### src/rtl/uart_rx_pkg.sv
// rtl/uart_rx_pkg.sv - shared constants and state encoding for the UART receiver
//
// Purpose: default frame timing shared with the transmit side, and the
// receiver FSM state type.
// Ports: none (package).
package uart_rx_pkg;

  localparam int UART_CLKS_PER_BIT = 64;
  localparam int UART_DATA_BITS    = 8;

  typedef enum logic [1:0] {
    RX_IDLE  = 2'd0,
    RX_START = 2'd1,
    RX_DATA  = 2'd2,
    RX_STOP  = 2'd3
  } rx_state_t;

endpackage

### src/rtl/uart_rx_if.sv
// rtl/uart_rx_if.sv - serial input and parallel byte output bundle of uart_rx
//
// Purpose: groups the serial line and the received-byte bus.
// Signals:
//   rxd          serial line into the receiver (idle high)
//   rx_data_o    last correctly framed byte
//   rx_valid     one-cycle strobe, rx_data_o is new
//   rx_frame_err one-cycle strobe, stop bit sampled low
//   rx_idle      receiver is waiting for a start edge
//   rx_bits_ok   one-cycle strobe at each data-bit sample
// Modports: slave = receiver side, master = line driver / byte consumer.
interface uart_rx_if;
  import uart_rx_pkg::*;

  logic                      rxd;
  logic [UART_DATA_BITS-1:0] rx_data_o;
  logic                      rx_valid;
  logic                      rx_frame_err;
  logic                      rx_idle;
  logic                      rx_bits_ok;

  modport slave (
    input  rxd,
    output rx_data_o, rx_valid, rx_frame_err, rx_idle, rx_bits_ok
  );

  modport master (
    output rxd,
    input  rx_data_o, rx_valid, rx_frame_err, rx_idle, rx_bits_ok
  );

endinterface

### src/rtl/uart_rx_sync.sv
// rtl/uart_rx_sync.sv - rxd synchronizer with falling-edge detect
//
// Purpose: brings the asynchronous line into the sys_clk domain (s1, s2) and
// keeps one more delayed copy (s3) to detect a high-to-low transition.
// Ports:
//   sys_clk  clock
//   rst_n    synchronous active-low reset; all flops reset to 1 (idle line)
//   rxd      asynchronous serial input
//   rxd_s    synchronized line level (s2)
//   fall     one-cycle strobe on a synchronized falling edge
module uart_rx_sync (
  input  logic sys_clk,
  input  logic rst_n,
  input  logic rxd,
  output logic rxd_s,
  output logic fall
);

  logic s1, s2, s3;

  always_ff @(posedge sys_clk) begin
    if (!rst_n) begin
      s1 <= 1'b1;
      s2 <= 1'b1;
      s3 <= 1'b1;
    end else begin
      s1 <= rxd;
      s2 <= s1;
      s3 <= s2;
    end
  end

  assign rxd_s = s2;
  assign fall  = s3 & ~s2;

endmodule

### src/rtl/uart_rx.sv
// rtl/uart_rx.sv - 8N1 UART receiver with mid-bit sampling
//
// Purpose: detects a start edge, checks the start bit at half a bit period,
// samples each data bit (LSB first) one bit period apart, then checks the
// stop bit. Good frames update rx_data_o with a one-cycle rx_valid; a low
// stop bit gives a one-cycle rx_frame_err and leaves rx_data_o unchanged.
// Ports:
//   sys_clk  clock, all logic on its rising edge
//   rst_n    synchronous active-low reset
//   rx       uart_rx_if.slave: rxd in; rx_data_o, rx_valid, rx_frame_err,
//            rx_idle, rx_bits_ok out
module uart_rx
  import uart_rx_pkg::*;
#(
  parameter int CLKS_PER_BIT = UART_CLKS_PER_BIT,
  parameter int DATA_BITS    = UART_DATA_BITS
) (
  input  logic     sys_clk,
  input  logic     rst_n,
  uart_rx_if.slave rx
);

  localparam int CW = $clog2(CLKS_PER_BIT);
  localparam int IW = $clog2(DATA_BITS);

  localparam logic [CW-1:0] HALF_LAST = CW'(CLKS_PER_BIT / 2 - 1);
  localparam logic [CW-1:0] FULL_LAST = CW'(CLKS_PER_BIT - 1);
  localparam logic [IW-1:0] IDX_LAST  = IW'(DATA_BITS - 1);

  logic rxd_s;
  logic fall;

  uart_rx_sync u_sync (
    .sys_clk (sys_clk),
    .rst_n   (rst_n),
    .rxd     (rx.rxd),
    .rxd_s   (rxd_s),
    .fall    (fall)
  );

  rx_state_t              state_q, state_d;
  logic [CW-1:0]          cnt_q, cnt_d;
  logic [IW-1:0]          idx_q, idx_d;
  logic [DATA_BITS-1:0]   shift_q, shift_d;
  logic [DATA_BITS-1:0]   data_q, data_d;
  logic                   valid_q, valid_d;
  logic                   err_q, err_d;
  logic                   bits_ok_q, bits_ok_d;

  always_ff @(posedge sys_clk) begin
    if (!rst_n) begin
      state_q   <= RX_IDLE;
      cnt_q     <= '0;
      idx_q     <= '0;
      shift_q   <= '0;
      data_q    <= '0;
      valid_q   <= 1'b0;
      err_q     <= 1'b0;
      bits_ok_q <= 1'b0;
    end else begin
      state_q   <= state_d;
      cnt_q     <= cnt_d;
      idx_q     <= idx_d;
      shift_q   <= shift_d;
      data_q    <= data_d;
      valid_q   <= valid_d;
      err_q     <= err_d;
      bits_ok_q <= bits_ok_d;
    end
  end

  always_comb begin
    state_d   = state_q;
    cnt_d     = cnt_q + CW'(1);
    idx_d     = idx_q;
    shift_d   = shift_q;
    data_d    = data_q;
    valid_d   = 1'b0;
    err_d     = 1'b0;
    bits_ok_d = 1'b0;

    case (state_q)
      RX_IDLE: begin
        // Only an edge starts a frame, so a line stuck low stays here.
        cnt_d = '0;
        if (fall) begin
          state_d = RX_START;
        end
      end

      RX_START: begin
        if (cnt_q == HALF_LAST) begin
          cnt_d = '0;
          if (!rxd_s) begin
            state_d = RX_DATA;
            idx_d   = '0;
          end else begin
            // Line went back high before mid-start: treat as a glitch.
            state_d = RX_IDLE;
          end
        end
      end

      RX_DATA: begin
        if (cnt_q == FULL_LAST) begin
          cnt_d          = '0;
          shift_d[idx_q] = rxd_s;
          bits_ok_d      = 1'b1;
          if (idx_q == IDX_LAST) begin
            state_d = RX_STOP;
          end else begin
            idx_d = idx_q + IW'(1);
          end
        end
      end

      RX_STOP: begin
        // Leaving at mid-stop-bit leaves half a bit to catch a following
        // start edge with no idle gap.
        if (cnt_q == FULL_LAST) begin
          cnt_d   = '0;
          state_d = RX_IDLE;
          if (rxd_s) begin
            data_d  = shift_q;
            valid_d = 1'b1;
          end else begin
            err_d = 1'b1;
          end
        end
      end

      default: begin
        state_d = RX_IDLE;
        cnt_d   = '0;
      end
    endcase
  end

  assign rx.rx_data_o    = data_q;
  assign rx.rx_valid     = valid_q;
  assign rx.rx_frame_err = err_q;
  assign rx.rx_bits_ok   = bits_ok_q;
  assign rx.rx_idle      = (state_q == RX_IDLE);

endmodule

### src/flat_wrapper.sv
// flat-port wrapper written by rule: the top's interface ports become plain ports
module uart_rx_flat import uart_rx_pkg::*;
#(
  parameter int CLKS_PER_BIT = UART_CLKS_PER_BIT,
  parameter int DATA_BITS    = UART_DATA_BITS
)
  (sys_clk, rst_n, rx_rxd, rx_rx_data_o, rx_rx_valid, rx_rx_frame_err, rx_rx_idle, rx_rx_bits_ok);
  uart_rx_if rx_i ();
  input  logic sys_clk;
  input  logic rst_n;
  input wire logic [$bits(rx_i.rxd)-1:0] rx_rxd;
  output wire logic [$bits(rx_i.rx_data_o)-1:0] rx_rx_data_o;
  output wire logic [$bits(rx_i.rx_valid)-1:0] rx_rx_valid;
  output wire logic [$bits(rx_i.rx_frame_err)-1:0] rx_rx_frame_err;
  output wire logic [$bits(rx_i.rx_idle)-1:0] rx_rx_idle;
  output wire logic [$bits(rx_i.rx_bits_ok)-1:0] rx_rx_bits_ok;
  assign rx_i.rxd = rx_rxd;
  assign rx_rx_data_o = rx_i.rx_data_o;
  assign rx_rx_valid = rx_i.rx_valid;
  assign rx_rx_frame_err = rx_i.rx_frame_err;
  assign rx_rx_idle = rx_i.rx_idle;
  assign rx_rx_bits_ok = rx_i.rx_bits_ok;
  uart_rx #(.CLKS_PER_BIT(CLKS_PER_BIT), .DATA_BITS(DATA_BITS)) u_core (.sys_clk(sys_clk), .rst_n(rst_n), .rx(rx_i));
endmodule
### config.mk
export PLATFORM = sky130hd
export DESIGN_NAME = uart_rx_flat
export DESIGN_NICKNAME = d
export VERILOG_FILES = /design/src/rtl/uart_rx_pkg.sv /design/src/rtl/uart_rx_if.sv /design/src/rtl/uart_rx_sync.sv /design/src/rtl/uart_rx.sv /design/src/flat_wrapper.sv
export SDC_FILE = /design/constraint.sdc
export NUM_CORES = 1
export LEC_CHECK = 0
export CAP_MARGIN = 20
export CORE_ASPECT_RATIO = 1.75
export CORE_UTILIZATION = 25
export CTS_CLUSTER_DIAMETER = 50
export DETAILED_ROUTE_END_ITERATION = 8
export PLACE_DENSITY = 0.39
export SYNTH_ARGS = -nofsm -noshare
export SYNTH_HDL_FRONTEND = slang
export SYNTH_HIERARCHICAL = 1
export SYNTH_SLANG_ARGS = --single-unit
### constraint.sdc
create_clock -name sys_clk -period 1.8 [get_ports sys_clk]
set_clock_uncertainty 0.05 [all_clocks]
set_input_delay 0.18 -clock sys_clk [delete_from_list [all_inputs] [get_ports sys_clk]]
set_output_delay 0.18 -clock sys_clk [all_outputs]
set_load 0.005 [all_outputs]
==> out/results.md <==
| Item | Reported |
| --- | --- |
| Sequential share of the synthesized area | 46.2% |
| RSZ-0062 raised after global routing | false |
| Core ar. | 0.00554 sq mm |
| Total power | 1.39 mW |
| Switching share of power | 21.0% |
| Initial antenna violation count | 0 |
| # port buffers | 14 |
| Cell-internal power | 1.10 mW |
| Synth-to-Final Area Change | 25.0% |
| Number of iterations in the first detailed-routing pass | 4 |
| Mapped Cells | 138 |
| Root buffer selected by CTS | sky130_fd_sc_hd__clkbuf_8 |
| Synthesized cell area | 0.00143 sq mm |
| Weighted congestion reported at the end of routability-driven placement | 0.762 |
| Power per cell area | 780 mW/mm^2 |
| Peak per-stage delay on the critical path | 370 ps |
| Later-pin clock latency in the skew report | 280 ps |
| Standard cell with the maximum stage delay on the critical path | sky130_fd_sc_hd__dfxtp_1 |
| Most common flop cell mapped by yosys | sky130_fd_sc_hd__dfxtp_1 |
| Post-detailed-route wirelength per cell | 12.2 microns |
| Number of register bits inferred by synthesis | 33 |
| Final WL | 2890 microns |
| Met3 usage | 2.66% |
| Die width | 59.2 microns |
| Met1 demand-to-capacity share in global routing | 11.9% |
| Final #Nets | 166 |
| Synthesis warning total | 6 |
| Iteration-0 DRC count of the detailed router | 24 |
| Post-Route Hold Slack | 376 ps |
| Global-route wire length before repair | 5100 microns |
| Final std cells w/o fill | 237 |
| Largest net degree at the start of global routing | 13 |
| Highest clock frequency the design can meet | 0.595 GHz |
| Standby leakage power | 0.716 nW |
| Estimated wirelength of the detail-placed design | 2170 microns |
| Async set or reset register ratio after synthesis | 0% |
| Global Route Usage Sum | 11.5% |
| CTS tree | done |
| Hold-fix buffer count after cts | 0 |
| CTS sink cnt | 33 |
| Maximum capacitance violations | 0 |
| Fraction of power consumed by combinational cells | 3.1% |
| Path class of the lowest-slack min-delay path | register to register |
| Number of nets with antenna violations after routing | 0 |
| Clock power frac | 43.8% |
| Final worst path period need | 1680 ps |
| Die ar. | 0.00603 sq mm |
| Worst-path cell chain | ha_1, and4_2, nand3_4, nor4b_4, mux2i_1 |
| Number of enable flip-flop cells after synthesis | 0 |
| Yosys cell types | 42 |
| Cells after DPL | 229 |
| Tightest Pin Transition | 428 ps |
| Switching component of the power | 0.293 mW |
| Signal arrival time at the worst endpoint | 1840 ps |
| Result of the run | finished clean |
| Number of endpoints with negative hold slack in the final report | 0 |
| Number of DRC violations after detailed routing | 0 |
| Io pins | 15 |
| Startpoint types | register |
| Worst max-slew margin expressed relative to the limit | 71.4% |
| Via count | 1,023 |
| Diodes inserted | 0 |
| Final worst path period share | 93.3% |
| Syn nets | 144 |
| Total overflow reported by the global router | 0 |
| Peak ir drop on the vdd network | 0.423 mV |
| Number of endpoints failing setup at the final stage | 0 |
| Die height | 102 microns |
| Routed via count divided by cell count | 4.32 |
| Worst-case clock buffer depth | 2 |
| Critical Path End Type | register |
| Std cell rows | 36 |
| Relative contribution of sequential cells to total power | 53.1% |
| GR met2 Demand/Resource | 20.7% |
| Max Slew Vio Count | 0 |
| Top fanout value on the critical path | 7 |
| Clock Pin Slew Worst Setup and Hold Paths | 70 ps |
| Busiest metal layer after global routing | met2 |
| Vias in the first global route | 1,054 |
| Mean cell area of the mapped netlist | 10.4 sq um |
| Total negative slack | 0 ps |
| TritonCTS Buffers | 5 |
| Category of the critical setup timing path | register to register |
| Initial core utilization | 25.8% |
| Critical path data required time | 1960 ps |
| Fraction of final layout cells with drive strength greater than 1 | 18.0% |
| H-tree levels | 2 |
[flip-flops by register name (all words and copies together), names as in the netlist, named ones only]
register / flops
u_core/rx.rx_bits_ok: 1
u_core/u_sync/s3: 1
u_core/rx.rx_frame_err: 1
u_core/cnt_q: 6
u_core/idx_q: 3
u_core/u_sync/s1: 1
u_core/shift_q: 8
u_core/u_sync/rxd_s: 1
u_core/rx.rx_valid: 1
u_core/state_q: 1
u_core/rx.rx_data_o: 8
[kinds of logic after synthesis]
family                   count (synthesis)  synth area share (%)
XOR/XNOR                                 4                  2.45
AO/OA/AOI/OAI                           16                  8.41
buffers and inverters                   10                  4.20
AND/OR/NAND/NOR                         58                  26.2
flip-flops                              33                  46.2
multiplexers                            14                  9.89
adder cells (fa/ha/maj)                  3                  2.63
[cells in the mapped netlist, drive strengths merged, types with 2 or more instances]
cell    count  share of area, %
o311ai      2               1.2
mux2i      13               9.1
nand2b      5               2.2
nor2       17               4.5
xnor2       3               1.8
nor2b       2              0.88
nand3       5               2.6
a22o        2               1.2
ha          3               2.6
o21ai       3               1.1
nor3        2               1.1
nand2      11               2.9
clkbuf      5               2.0
nor3b       4               2.8
buf         4               1.9
o41ai       2               1.2
o31ai       2               1.1
nand4       2               1.9
and3        4               1.8
nor4b       2               2.7
dfxtp      33                46
[layout make-up]
| type | instances | area (sq um) |
|---|---|---|
| Fill cell | 605 | 3750 |
| Multi-Input combinational cell | 95 | 709 |
| Inverter | 1 | 3.75 |
| Tap cell | 76 | 95.1 |
| Sequential cell | 33 | 661 |
| Clock buffer | 7 | 96.3 |
| Timing Repair Buffer | 24 | 215 |
| Clock inverter | 1 | 5.00 |
[what timing repair did]
item,CTS,global route
endpoints found under the setup margin,0,3
gates resized for setup,0,1
setup buffers,0,0
[power groups by stage]
stage               clock (mW)  sequential [mW]  combinational [mW]
floorplan                    0            0.753              0.0256
global placement             0            0.756              0.0439
detailed placement           0            0.756              0.0441
CTS                      0.634            0.739              0.0448
global route             0.666            0.740              0.0483
finish                   0.609            0.739              0.0435
[worst max-delay path: cells and delay by family (launching register included)]
kind	cells	cell delay, ps
fa+ha+maj	1	180
mux	1	200
simple gates	3	820
flops	1	370
[path summary, 6_finish.rpt]
kind | start | end | slack [ps] | depth (start not counted)
min reg2reg | u_core/u_sync/s1$_SDFF_PN1_ | u_core/u_sync/rxd_s$_SDFF_PN1_ | 380 | 1
min | u_core/u_sync/s1$_SDFF_PN1_ | u_core/u_sync/rxd_s$_SDFF_PN1_ | 380 | 1
max | u_core/cnt_q[0]$_SDFF_PN0_ | u_core/shift_q[2]$_SDFFE_PN0P_ | 120 | 5
max reg2reg | u_core/cnt_q[0]$_SDFF_PN0_ | u_core/shift_q[2]$_SDFFE_PN0P_ | 120 | 5
[metrics by stage]
step / util [%] / worst slack, ps / cell area (sq um)
after floorplan: - / 174 / 1430
after global placement: 30.4 / 125 / 1680
after detailed placement: 30.4 / 62.2 / 1680
after CTS: 32.2 / 41.9 / 1780
after global routing: 32.2 / 18.7 / 1790
final: 32.2 / 120 / 1790
[per-layer routing]
| layer | vias to the layer above | share of wire, % | routed length, microns |
|---|---|---|---|
| li1 | 529 | - | - |
| met1 | 471 | 41 | 1180 |
| met2 | 19 | 55 | 1580 |
| met3 | 4 | 2.5 | 72 |
| met4 | 0 | 1.9 | 54 |
| met5 | - | 0 | 0 |
[cell usage in the layout (no fill, tap or decap), types with 4 or more instances in the layout]
cell / count
sky130_fd_sc_hd__dfxtp_1: 33
sky130_fd_sc_hd__nor2_1: 17
sky130_fd_sc_hd__clkdlybuf4s50_1: 14
sky130_fd_sc_hd__mux2i_1: 13
sky130_fd_sc_hd__nand2_1: 11
sky130_fd_sc_hd__buf_4: 10
sky130_fd_sc_hd__clkbuf_8: 7
sky130_fd_sc_hd__nand2b_1: 5
sky130_fd_sc_hd__and3_1: 4
sky130_fd_sc_hd__nand3_1: 4
No activity file was read; power rests on OpenSTA's default activity.
